$ cat src/rtl/proc_ctrl_pkg.sv
// Shared constants for the processor control FSM: opcodes, state encodings, ALU select bits.
// Optional divide/modulo support is enabled with the PROC_CTRL_DIVMOD_EN macro.
package proc_ctrl_pkg;

   localparam logic [3:0] OP_LOAD = 4'd1;
   localparam logic [3:0] OP_MOVE = 4'd2;
   localparam logic [3:0] OP_ADD  = 4'd3;
   localparam logic [3:0] OP_SUB  = 4'd4;
   localparam logic [3:0] OP_XOR  = 4'd5;
   localparam logic [3:0] OP_OR   = 4'd6;
   localparam logic [3:0] OP_AND  = 4'd7;
   localparam logic [3:0] OP_DIV  = 4'd8;
   localparam logic [3:0] OP_MOD  = 4'd9;

   typedef logic [2:0] state_t;

   localparam state_t ST_IDLE = 3'd0;
   localparam state_t ST_T1   = 3'd1;
   localparam state_t ST_T2   = 3'd2;
   localparam state_t ST_WAIT = 3'd3;
   localparam state_t ST_T3   = 3'd4;

   localparam int MATH_W   = 7;
   localparam int MATH_XOR = 6;
   localparam int MATH_ADD = 5;
   localparam int MATH_SUB = 4;
   localparam int MATH_AND = 3;
   localparam int MATH_OR  = 2;
   localparam int MATH_DIV = 1;
   localparam int MATH_MOD = 0;

   function automatic logic is_divmod(input logic [3:0] f);
`ifdef PROC_CTRL_DIVMOD_EN
      return (f == OP_DIV) || (f == OP_MOD);
`else
      return 1'b0;
`endif
   endfunction

   function automatic logic is_alu_op(input logic [3:0] f);
      logic r;
      case (f)
         OP_ADD, OP_SUB, OP_XOR, OP_OR, OP_AND: r = 1'b1;
         default:                               r = is_divmod(f);
      endcase
      return r;
   endfunction

   // Disabled divide/modulo never selects its math_en bit.
   function automatic logic [MATH_W-1:0] math_sel(input logic [3:0] f);
      logic [MATH_W-1:0] m;
      m = 7'b000_0000;
      case (f)
         OP_XOR:  m[MATH_XOR] = 1'b1;
         OP_ADD:  m[MATH_ADD] = 1'b1;
         OP_SUB:  m[MATH_SUB] = 1'b1;
         OP_AND:  m[MATH_AND] = 1'b1;
         OP_OR:   m[MATH_OR]  = 1'b1;
         OP_DIV:  m[MATH_DIV] = is_divmod(f);
         OP_MOD:  m[MATH_MOD] = is_divmod(f);
         default: m = 7'b000_0000;
      endcase
      return m;
   endfunction

endpackage

$ cat src/rtl/proc_ctrl_fsm_onehot_dec.sv
// Combinational binary-index to one-hot decoder.
module onehot_dec #(
   parameter int N     = 8,
   parameter int IDX_W = $clog2(N)
) (
   input  logic [IDX_W-1:0] idx,
   output logic [N-1:0]     onehot
);

   // Single set bit at the indexed position.
   always_comb begin
      onehot = N'(1) << idx;
   end

endmodule

$ cat src/rtl/proc_ctrl_fsm.sv
// Multi-cycle datapath control FSM (IDLE/T1/T2/WAIT/T3); outputs decode from state and
// the latched instruction. PROC_CTRL_DIVMOD_EN adds div/mod opcodes with the WAIT state.
module proc_ctrl_fsm
   import proc_ctrl_pkg::*;
#(
   parameter int NUM_REGS = 8,
   parameter int IDX_W    = $clog2(NUM_REGS)
) (
   input  logic                clk,
   input  logic                resetn,
   input  logic                run,
   input  logic [3:0]          func,
   input  logic [IDX_W-1:0]    rx,
   input  logic [IDX_W-1:0]    ry,
   input  logic                alu_ready,
   output logic                busy,
   output logic                done,
   output logic                illegal,
   output logic                data_out,
   output logic [NUM_REGS-1:0] r_in,
   output logic [NUM_REGS-1:0] r_out,
   output logic                add_sub,
   output logic                a_in,
   output logic                g_in,
   output logic                g_out,
   output logic [MATH_W-1:0]   math_en
);

   state_t             state_r;
   state_t             state_nx_s;
   logic [3:0]         func_r;
   logic [IDX_W-1:0]   rx_r;
   logic [IDX_W-1:0]   ry_r;
   logic [NUM_REGS-1:0] rx_oh_s;
   logic [NUM_REGS-1:0] ry_oh_s;

`ifndef PROC_CTRL_DIVMOD_EN
   logic unused_alu_ready;
   assign unused_alu_ready = alu_ready;
`endif

   onehot_dec #(.N(NUM_REGS), .IDX_W(IDX_W)) u_rx_dec (.idx(rx_r), .onehot(rx_oh_s));
   onehot_dec #(.N(NUM_REGS), .IDX_W(IDX_W)) u_ry_dec (.idx(ry_r), .onehot(ry_oh_s));

   // State register and instruction register; reset abandons any instruction in flight.
   always_ff @(posedge clk or negedge resetn) begin
      if (!resetn) begin
         state_r <= ST_IDLE;
         func_r  <= 4'd0;
         rx_r    <= '0;
         ry_r    <= '0;
      end else begin
         state_r <= state_nx_s;
         if ((state_r == ST_IDLE) && run) begin
            func_r <= func;
            rx_r   <= rx;
            ry_r   <= ry;
         end else begin
            func_r <= func_r;
            rx_r   <= rx_r;
            ry_r   <= ry_r;
         end
      end
   end

   // Next-state selection.
   always_comb begin
      state_nx_s = ST_IDLE;
      case (state_r)
         ST_IDLE: begin
            if (run) state_nx_s = ST_T1;
            else     state_nx_s = ST_IDLE;
         end
         ST_T1: begin
            if (is_alu_op(func_r)) state_nx_s = ST_T2;
            else                   state_nx_s = ST_IDLE;
         end
`ifdef PROC_CTRL_DIVMOD_EN
         ST_T2: begin
            if (is_divmod(func_r) && !alu_ready) state_nx_s = ST_WAIT;
            else                                  state_nx_s = ST_T3;
         end
         ST_WAIT: begin
            if (alu_ready) state_nx_s = ST_T3;
            else           state_nx_s = ST_WAIT;
         end
`else
         ST_T2:   state_nx_s = ST_T3;
`endif
         ST_T3:   state_nx_s = ST_IDLE;
         default: state_nx_s = ST_IDLE;
      endcase
   end

   // Control outputs; everything not named for a state stays low.
   always_comb begin
      busy     = 1'b0;
      done     = 1'b0;
      illegal  = 1'b0;
      data_out = 1'b0;
      r_in     = '0;
      r_out    = '0;
      add_sub  = 1'b0;
      a_in     = 1'b0;
      g_in     = 1'b0;
      g_out    = 1'b0;
      math_en  = 7'b000_0000;
      case (state_r)
         ST_IDLE: busy = 1'b0;
         ST_T1: begin
            busy = 1'b1;
            if (func_r == OP_LOAD) begin
               data_out = 1'b1;
               r_in     = rx_oh_s;
               done     = 1'b1;
            end else if (func_r == OP_MOVE) begin
               r_out = ry_oh_s;
               r_in  = rx_oh_s;
               done  = 1'b1;
            end else if (is_alu_op(func_r)) begin
               r_out = rx_oh_s;
               a_in  = 1'b1;
            end else begin
               illegal = 1'b1;
               done    = 1'b1;
            end
         end
         ST_T2: begin
            busy    = 1'b1;
            r_out   = ry_oh_s;
            math_en = math_sel(func_r);
            add_sub = (func_r == OP_SUB);
`ifdef PROC_CTRL_DIVMOD_EN
            if (is_divmod(func_r)) g_in = alu_ready;
            else                   g_in = 1'b1;
`else
            g_in    = 1'b1;
`endif
         end
`ifdef PROC_CTRL_DIVMOD_EN
         ST_WAIT: begin
            busy    = 1'b1;
            r_out   = ry_oh_s;
            math_en = math_sel(func_r);
            g_in    = alu_ready;
         end
`endif
         ST_T3: begin
            busy  = 1'b1;
            g_out = 1'b1;
            r_in  = rx_oh_s;
            done  = 1'b1;
         end
         default: busy = 1'b0;
      endcase
   end

endmodule

$ cat config.mk
export PLATFORM = sky130hd
export DESIGN_NAME = proc_ctrl_fsm
export DESIGN_NICKNAME = d
export VERILOG_FILES = /design/src/rtl/proc_ctrl_pkg.sv /design/src/rtl/proc_ctrl_fsm_onehot_dec.sv /design/src/rtl/proc_ctrl_fsm.sv
export SDC_FILE = /design/constraint.sdc
export NUM_CORES = 1
export LEC_CHECK = 0
export ABC_AREA = 1
export CELL_PAD_IN_SITES_DETAIL_PLACEMENT = 1
export CELL_PAD_IN_SITES_GLOBAL_PLACEMENT = 1
export CORE_ASPECT_RATIO = 1.5
export CORE_MARGIN = 1
export CORE_UTILIZATION = 28
export CTS_CLUSTER_DIAMETER = 80
export DETAILED_ROUTE_END_ITERATION = 10
export GPL_ROUTABILITY_DRIVEN = 0
export HOLD_SLACK_MARGIN = 0.05
export PLACE_DENSITY = 0.81
export SETUP_SLACK_MARGIN = 0.15
export SYNTH_ARGS = -nofsm -noshare
export SYNTH_HDL_FRONTEND = slang
export SYNTH_SLANG_ARGS = --single-unit
$ cat constraint.sdc
create_clock -name clk -period 1.2 [get_ports clk]
set_input_delay 0.12 -clock clk [delete_from_list [all_inputs] [get_ports clk]]
set_output_delay 0.12 -clock clk [all_outputs]
set_load 0.05 [all_outputs]
==> results of run 1 <==
## cells in the mapped netlist
library cell | count | area share (%)
sky130_fd_sc_hd__nand2_4 | 1 | 1.1
sky130_fd_sc_hd__nor2_4 | 1 | 1.1
sky130_fd_sc_hd__conb_1 | 1 | 0.36
sky130_fd_sc_hd__dfrtp_1 | 13 | 31
sky130_fd_sc_hd__buf_2 | 4 | 1.9
sky130_fd_sc_hd__nand3_1 | 3 | 1.4
sky130_fd_sc_hd__nor3_2 | 1 | 0.96
sky130_fd_sc_hd__inv_2 | 3 | 1.1
sky130_fd_sc_hd__nor2_1 | 24 | 8.6
sky130_fd_sc_hd__a21oi_4 | 1 | 1.6
sky130_fd_sc_hd__nand2_1 | 71 | 26
sky130_fd_sc_hd__o21ai_0 | 10 | 4.8
sky130_fd_sc_hd__nor3_1 | 5 | 2.4
sky130_fd_sc_hd__buf_4 | 3 | 2.2
sky130_fd_sc_hd__inv_1 | 15 | 5.4
sky130_fd_sc_hd__a21boi_2 | 7 | 7.6
sky130_fd_sc_hd__nand2_2 | 2 | 1.2
sky130_fd_sc_hd__a21boi_1 | 1 | 0.72
sky130_fd_sc_hd__nand3_2 | 1 | 0.96
## cells by family after synthesis
family,share of synthesized area [%]
AOI/OAI and AO/OA,14.6
buffers and inverters,10.6
DFF,31.2
and+or+nand+nor,43.3
other,0.359
## timing repair
| action | in CTS |
|---|---|
| setup endpoints to repair | 41 |
| gates resized for setup | 26 |
| hold endpoints to repair | 0 |
| setup buffers | 5 |
| pin swaps | 13 |
| gates cloned | 1 |
## through the flow
| stage | setup slack (ns) | util [%] | hold slack [ns] | setup TNS [ns] |
|---|---|---|---|---|
| after floorplan | -0.415 | - | -0.176 | -6.00 |
| after detailed placement | -0.264 | 63.0 | 0.448 | -6.76 |
| after CTS | -0.464 | 68.1 | 0.191 | -12.96 |
| after global placement | -0.156 | 63.0 | 0.444 | -3.22 |
==> results.md, run 1 <==
- Number of clock buffers inserted by TritonCTS: 3
- Tool error message: [ERROR DPL-0033] detailed placement checks failed during check placement.
- Number of input and output port buffers inserted: 41
- Register area share after synthesis: between 30% and 40%
- Register bit total from synthesis: 13
- Kind of pin the worst path terminates on: primary output
- Number of hold-repair buffers added at the cts stage: 0
- Post-placement cell area: approximately 2200 um^2
- Stage where the run ended: 5_1_grt
- Outcome: aborted with a tool error
- Number of antenna violations at the first check in global routing: 0
- Number of cells produced by synthesis: 167
- Cell area after technology mapping: 1040 um^2
- Warnings, synthesis: 0
- Number of placement rows: 26
- Number of distinct library cells after synthesis: 19
- Top-level I/O count: 45
- Detailed-placement wirelength estimate: about 3.7 mm
- Initial cell density of the core: 30.0%
- DIE HEIGHT: 76.8 um
- Maximum clock path buffer count: 2
- Cell count after placement: approximately 270
- Number of H-tree branching levels: 1
- Horizontal die dimension: 51.8 um
- Average cell area after synthesis: 6.25 um^2
- Maximum number of pins on one net before global-route repair: 22
- GR repair worst EP: r_in[5]
- Sinks on Clock Net: 13
- CTS Root Buffer Type: sky130_fd_sc_hd__clkbuf_8
==> inputs of run 2 (changes only) <==
==> config.mk (replaced) <==
export PLATFORM = sky130hd
export DESIGN_NAME = proc_ctrl_fsm
export DESIGN_NICKNAME = d
export VERILOG_FILES = /design/src/rtl/proc_ctrl_pkg.sv /design/src/rtl/proc_ctrl_fsm_onehot_dec.sv /design/src/rtl/proc_ctrl_fsm.sv
export SDC_FILE = /design/constraint.sdc
export NUM_CORES = 1
export LEC_CHECK = 0
export ABC_AREA = 1
export CORE_MARGIN = 1
export CORE_UTILIZATION = 20
export DETAILED_ROUTE_END_ITERATION = 10
export GPL_ROUTABILITY_DRIVEN = 0
export PLACE_DENSITY_LB_ADDON = 0.15
export SYNTH_ARGS = -nofsm -noshare
export SYNTH_HDL_FRONTEND = slang
export SYNTH_SLANG_ARGS = --single-unit
==> results.md, run 2 <==
- Share of layout cells above drive strength 1: roughly half
- Max-cap check violation count: 0
- Most used standard cells in the synthesized netlist: sky130_fd_sc_hd__nand2_1 (71), sky130_fd_sc_hd__nor2_1 (24), sky130_fd_sc_hd__inv_1 (15)
- Top area cells in the synthesized netlist: sky130_fd_sc_hd__dfrtp_1 (31%), sky130_fd_sc_hd__nand2_1 (26%), sky130_fd_sc_hd__nor2_1 (8.6%)
- Wire length of the first global-routing pass: 5.50 mm
- Worst path required time: 1.08 ns
- Detailed-placement wirelength estimate: 2.54 mm
- Drt wl/cell: 10.4 um
- Most numerous cell on the critical path: sky130_fd_sc_hd__buf_4
- Net switching component of the power: 2550 uW
- Worst slack after detailed placement: -0.213 ns
- Logic gate share of total power: between 70% and 80%
- Maximum resistive drop on vdd: roughly 1.1 mV
- Cell count after placement: about 300
- Crit-path max cell delay: 0.45 ns
- Worst endpoint data arrival time: 1.53 ns
- CTS Root Buffer Type: sky130_fd_sc_hd__clkbuf_8
- Register bit total from synthesis: 13
- Vias after detailed routing: 1234
- Initial cell density of the core: 21.4%
- Max Fclk: 605 MHz
- Number of global-route vias before repair: 1240
- Yosys top cell by area: sky130_fd_sc_hd__dfrtp_1
- Congestion Overflow GR: 0
- Violations in the final reports: setup timing
- Number of distinct library cells after synthesis: 19
- Critical path class: register to output pin
- Maximum clock path buffer count: 2
- Top-level I/O count: 45
- Layout filler cell count: 475
- Max reg flops: 4
- Clock latency on the worst-skew pair: 0.25 ns
- Layout Nets: 256
- Number of cells produced by synthesis: about 170
- Antenna diodes: 0
- Finish-stage setup viols: 31
- Synth-to-layout area growth: 130%
- Warnings, synthesis: 0
- Portion of synthesized cell area occupied by the leading cell type: 31.2%
- Number of enable-type register cells in the synthesized netlist: 0
- GRT Overall Usage: 12.8%
- Post-layout instance count excluding filler cells: 308
- Leading cell type in the layout, fill and taps excluded: sky130_fd_sc_hd__nand2_1
- Number of pins exceeding their max-slew limit in the final report: 0
- Drt pass-1 iters: 4
- Clock transition time at the flip-flop clock pins of the worst setup and hold paths: 0.06 ns
- Number of vias per cell: 4.01
- Number of clock buffers inserted by TritonCTS: 3
- Final worst clock skew: 0.00376 ns
- Critical Path Fanout Max: 4
- Core utilization of the finished layout: between 40 and 50%
- Initial DRC count: 33
- Final ANT Viol Nets: 0
- Number of H-tree branching levels: 1
- Static leakage: 0.00103 uW
- Average cell area after synthesis: 6.25 um^2
- Most common cell in the synthesized netlist: sky130_fd_sc_hd__nand2_1
- Seq pwr share: between 10% and 20%
- Sinks on Clock Net: 13
- Register area share after synthesis: roughly 31%
- Final worst path period share: 138%
- Maximum number of pins on one net before global-route repair: 22
- Cell area after technology mapping: 1040 um^2
- Int Pwr: ~2700 uW
- Number of input and output port buffers inserted: a little over 40
- Nature of the critical path endpoint: output pin
- Full die area: between 5000 and 6000 um^2
- Commonest cells after routing, fill and taps aside: sky130_fd_sc_hd__nand2_1 (59), sky130_fd_sc_hd__buf_12 (31), sky130_fd_sc_hd__buf_4 (29)
- Primary FF master, synth: sky130_fd_sc_hd__dfrtp_1
- Number of placement rows: 25
- Share of total power consumed by net switching: 48.7%
- DIE HEIGHT: 74.2 um
- Sort of element at the start of the critical path: register
- Final wirelength: about 3.2 mm
- Type of the most critical hold path: input pin to asynchronous set/reset pin
- Unrepaired setup endpoints after global routing: true
- Series of cell instances along the critical path: buf_4 -> buf_4 -> buf_4 -> nor3_4 -> buf_12
- Post-placement cell area: 2190 um^2
- Slowest-stage cell, CP: sky130_fd_sc_hd__dfrtp_2
- Power density of the placed cells: 2190 nW/um^2
- Crit path time final: 1.65 ns
- Clock network fraction of design power: ~7.7%
- Number of hold-repair buffers added at the cts stage: 0
- Post-detailed-route DRC marker count: 0
- Reg2Reg Depth: 7
- Number of endpoints with negative hold slack in the final report: 0
- Proportion of register bits with asynchronous set or reset after synthesis: 100%
- Number of antenna violations at the first check in global routing: 0
- Setup slack of the critical path after layout: -0.452 ns
- Area inside the core boundary: 4880 um^2
- Final std cell area, no fill: about 2400 um^2
- Horizontal die dimension: 74.2 um
- Hold WS: around 0.17 ns
- Register ranked first by flip-flop count: func_r
- Outcome: complete, but fails checks
- Clock tree from TritonCTS: built
## run 2: cell counts after synthesis
Identical to the previous run, type by type.
## run 2: repair_timing
action	in CTS	in global routing
setup buffers	4	3
setup endpoints to repair	29	39
cloned	0	1
resized for setup	9	17
pin swaps	8	16
## run 2: final timing paths
path | start | endpoint | slack [ns]
setup reg to reg | state_r[0] | func_r[2] | -0.01
setup / recovery | func_r[0] | math_en[4] | -0.45
hold / removal | resetn | func_r[0] | 0.17
hold reg to reg | rx_r[1] | rx_r[1] | 0.63
min in group clk | ry[2] | ry_r[2] | 0.43
max in group asynchronous | resetn | func_r[1] | 0.85
## run 2: per-layer routing
layer	track usage [%]	part of all wire [%]	wire [um]
met1	16.6	46	1480
met2	22.2	49	1580
met3	2.44	3.9	124
met4	2.52	0.25	8
met5	0	0	0
## run 2: power groups by stage
stage          Sequential [uW]  Clock [uW]  Combinational (uW)
4_1_cts                    835         413                3750
5_1_grt                    921         428                4270
3_5_place_dp               837           0                3560
3_3_place_gp               829           0                3550
6_report                   880         406                3960
2_1_floorplan              835           0                1960
## run 2: worst max-delay path, delay by kind of cell, from the launching register on
family                 cells  cell delay [ns]
buffers and inverters      4             0.58
AND/OR/NAND/NOR            1             0.26
flip-flops                 1             0.45
## run 2: logic make-up after synthesis
group / share of synthesized area (%)
AND/OR/NAND/NOR: 43.3
flip-flops: 31.2
other: 0.359
AO/OA/AOI/OAI: 14.6
buffers and inverters: 10.6
## run 2: through the flow
step | power (uW) | setup TNS, ns
after detailed placement | 4390 | -4.16
after global routing | 5620 | -13.74
after global placement | 4380 | -3.97
after floorplan | 2790 | -5.89
after CTS | 5000 | -10.80
final | 5250 | -10.75
## run 2: cell type report
cell class / instances / area [um^2] / share of cell area [%]
Clock buffer: 4 / 45.0 / 1.88
Timing Repair Buffer: 75 / 992 / 41.4
Tap cell: 67 / 83.8 / 3.50
Sequential cell: 13 / 328 / 13.7
Multi-Input combinational cell: 131 / 868 / 36.2
Inverter: 18 / 78.8 / 3.29
Power figures use the tool's default switching activity.
==> inputs of run 3 (changes only) <==
--- a/config.mk
+++ b/config.mk
@@ -6,9 +6,9 @@
 export NUM_CORES = 1
 export LEC_CHECK = 0
 export ABC_AREA = 1
-export CORE_MARGIN = 1
-export CORE_UTILIZATION = 20
+export CORE_AREA = 3 3 64 66
 export DETAILED_ROUTE_END_ITERATION = 10
+export DIE_AREA = 0 0 67 69
 export GPL_ROUTABILITY_DRIVEN = 0
 export PLACE_DENSITY_LB_ADDON = 0.15
 export SYNTH_ARGS = -nofsm -noshare
==> results.md, run 3 (synthesized netlist as in run 2, its figures left out) <==
- Setup slack of the critical path after layout: -0.505 ns
- Destination of the worst register-to-register timing path: rx_r[2]
- Seq pwr share: 15.9%
- Register ranked first by flip-flop count: func_r
- Antenna diodes: 0
- Detailed-placement wirelength estimate: 2.66 mm
- Commonest cells after routing, fill and taps aside: sky130_fd_sc_hd__nand2_1 (55), sky130_fd_sc_hd__buf_12 (31), sky130_fd_sc_hd__buf_4 (24)
- Full die area: 4620 um^2
- Worst R2R Start: state_r[1]
- Layout filler cell count: 279
- Static leakage: 0.00108 uW
- Finish-stage setup viols: 39
- Int Pwr: 2890 uW
- Nature of the critical path endpoint: output pin
- Number of H-tree branching levels: 1
- Congestion Overflow GR: 0
- Final worst path period share: 142%
- Max-cap check violation count: 0
- Type of the most critical hold path: input pin to asynchronous set/reset pin
- Vias after detailed routing: 1388
- Post-layout instance count excluding filler cells: around 290
- Critical Path Stages: 8
- Initial DRC count: 62
- Unrepaired setup endpoints after global routing: true
- Power density of the placed cells: 2270 nW/um^2
- Maximum clock path buffer count: 2
- Clock network fraction of design power: under 10%
- Total Power Consumption: around 5700 uW
- Series of cell instances along the critical path: inv_2 -> nand2_4 -> nor2_4 -> nand2_1 -> nand2_1 -> nand2_1 -> nand2_2 -> buf_12
- Max Fclk: approximately 590 MHz
- Number of clock buffers inserted by TritonCTS: 3
- Leading cell type in the layout, fill and taps excluded: sky130_fd_sc_hd__nand2_1
- DIE HEIGHT: 69 um
- Number of global-route vias before repair: 1285
- Wire length of the first global-routing pass: about 5.8 mm
- CTS Root Buffer Type: sky130_fd_sc_hd__clkbuf_8
- Drt pass-1 iters: 4
- Aggregate negative setup slack: -12.16 ns
- GRT Overall Usage: 15.7%
- Worst-case register-to-register setup slack: -0.08 ns
- Logic gate share of total power: 76.8%
- Net switching component of the power: 2840 uW
- Number of endpoints with negative hold slack in the final report: 0
- Number of pins exceeding their max-slew limit in the final report: 0
- Post-detailed-route DRC marker count: 0
- Number of vias per cell: ~4.8
- Cell count after placement: 275
- Number of placement rows: 22
- Hold WS: between 0.15 and 0.2 ns
- Drt wl/cell: 13.9 um
- Maximum resistive drop on vdd: 1.27 mV
- Sort of element at the start of the critical path: register
- Reg2Reg Depth: 8
- Initial cell density of the core: ~29%
- Horizontal die dimension: ~67 um
- Crit path capture: r_out[5]
- Final wirelength: roughly 4.1 mm
- Sinks on Clock Net: 13
- Critical path class: register to output pin
- Clock tree from TritonCTS: built
- Worst path required time: ~1.1 ns
- Clock latency on the worst-skew pair: 0.26 ns
- Clock transition time at the flip-flop clock pins of the worst setup and hold paths: 0.06 ns
- Number of antenna violations at the first check in global routing: 0
- Critical Path Fanout Max: 8
- Crit path time final: between 1.5 and 2 ns
- Share of total power consumed by net switching: 49.5%
- Core utilization of the finished layout: approximately 69%
- Crit-path max cell delay: 0.45 ns
- Synth-to-layout area growth: 141%
- Top-level I/O count: 45
- Worst endpoint data arrival time: roughly 1.6 ns
- Maximum number of pins on one net before global-route repair: 22
- Final worst clock skew: about 0.006 ns
- Layout Nets: 259
- Violations in the final reports: setup timing
- Max reg flops: 4
- Final ANT Viol Nets: 0
- Slowest-stage cell, CP: sky130_fd_sc_hd__dfrtp_2
- CP top delay family: simple AND/OR/NAND/NOR gates
- Area inside the core boundary: 3630 um^2
- Most numerous cell on the critical path: sky130_fd_sc_hd__nand2_1
- WP buf/inv: 2
- Number of input and output port buffers inserted: a little over 40
- Origin of the worst setup path: func_r[0]
- Share of layout cells above drive strength 1: 54.9%
- Outcome: complete, but fails checks
-- run 3: changes by cell type in the layout (fill, tap and decap cells not counted), moves of 3 or more --
cell / change
sky130_fd_sc_hd__o21ai_1: +4
sky130_fd_sc_hd__nor2_4: +3
sky130_fd_sc_hd__o21ai_0: -5
sky130_fd_sc_hd__buf_4: -5
sky130_fd_sc_hd__nand2_1: -4
sky130_fd_sc_hd__buf_6: +6
-- run 3: worst min-delay path by stage --
| stage | startpoint | to | slack (ns) | cells after the start |
|---|---|---|---|---|
| floorplan | resetn | func_r[0] | -0.18 | 0 |
| global placement | resetn | func_r[0] | 0.44 | 2 |
| detailed placement | resetn | func_r[0] | 0.44 | 2 |
| CTS | resetn | func_r[0] | 0.17 | 2 |
| global route | resetn | ry_r[2] | 0.19 | 2 |
| finish | resetn | ry_r[2] | 0.16 | 2 |
-- run 3: stage by stage --
| step | cell area (um^2) | setup WS [ns] |
|---|---|---|
| after global placement | 2150 | -0.168 |
| after CTS | 2330 | -0.426 |
| after detailed placement | 2150 | -0.236 |
| final | 2520 | -0.505 |
| after global routing | 2520 | -0.591 |
| after floorplan | 1230 | -0.415 |
-- run 3: what timing repair did --
| action | in CTS | in global routing |
|---|---|---|
| hold buffers | 0 | 0 |
| gates resized for setup | 27 | 32 |
| setup endpoints to repair | 31 | 40 |
| pin swaps | 14 | 21 |
| gates cloned | 1 | 3 |
| buffers inserted | 4 | 7 |
-- run 3: cell type report --
type	instances	area [um^2]	share of cell area, %
clock buffers	4	45.0	1.79
inverters	18	91.3	3.63
multi-input cells	131	918	36.5
flip-flops and latches	13	330	13.1
well taps	48	60.1	2.39
repair buffers	78	1070	42.6
-- run 3: layer usage --
| metal | wire length, um | up-vias | global-route usage (%) |
|---|---|---|---|
| li1 | - | 675 | - |
| met1 | 1550 | 647 | 18.6 |
| met2 | 2160 | 53 | 28.2 |
| met3 | 241 | 13 | 2.28 |
| met4 | 113 | 0 | 4.95 |
| met5 | 0 | - | 0 |
-- run 3: power by group through the flow --
stage / combinational (uW) / sequential, uW / clock, uW
floorplan: 1960 / 835 / 0
global placement: 3470 / 810 / 0
detailed placement: 3530 / 829 / 0
CTS: 3860 / 853 / 409
global route: 4640 / 945 / 440
finish: 4400 / 912 / 418
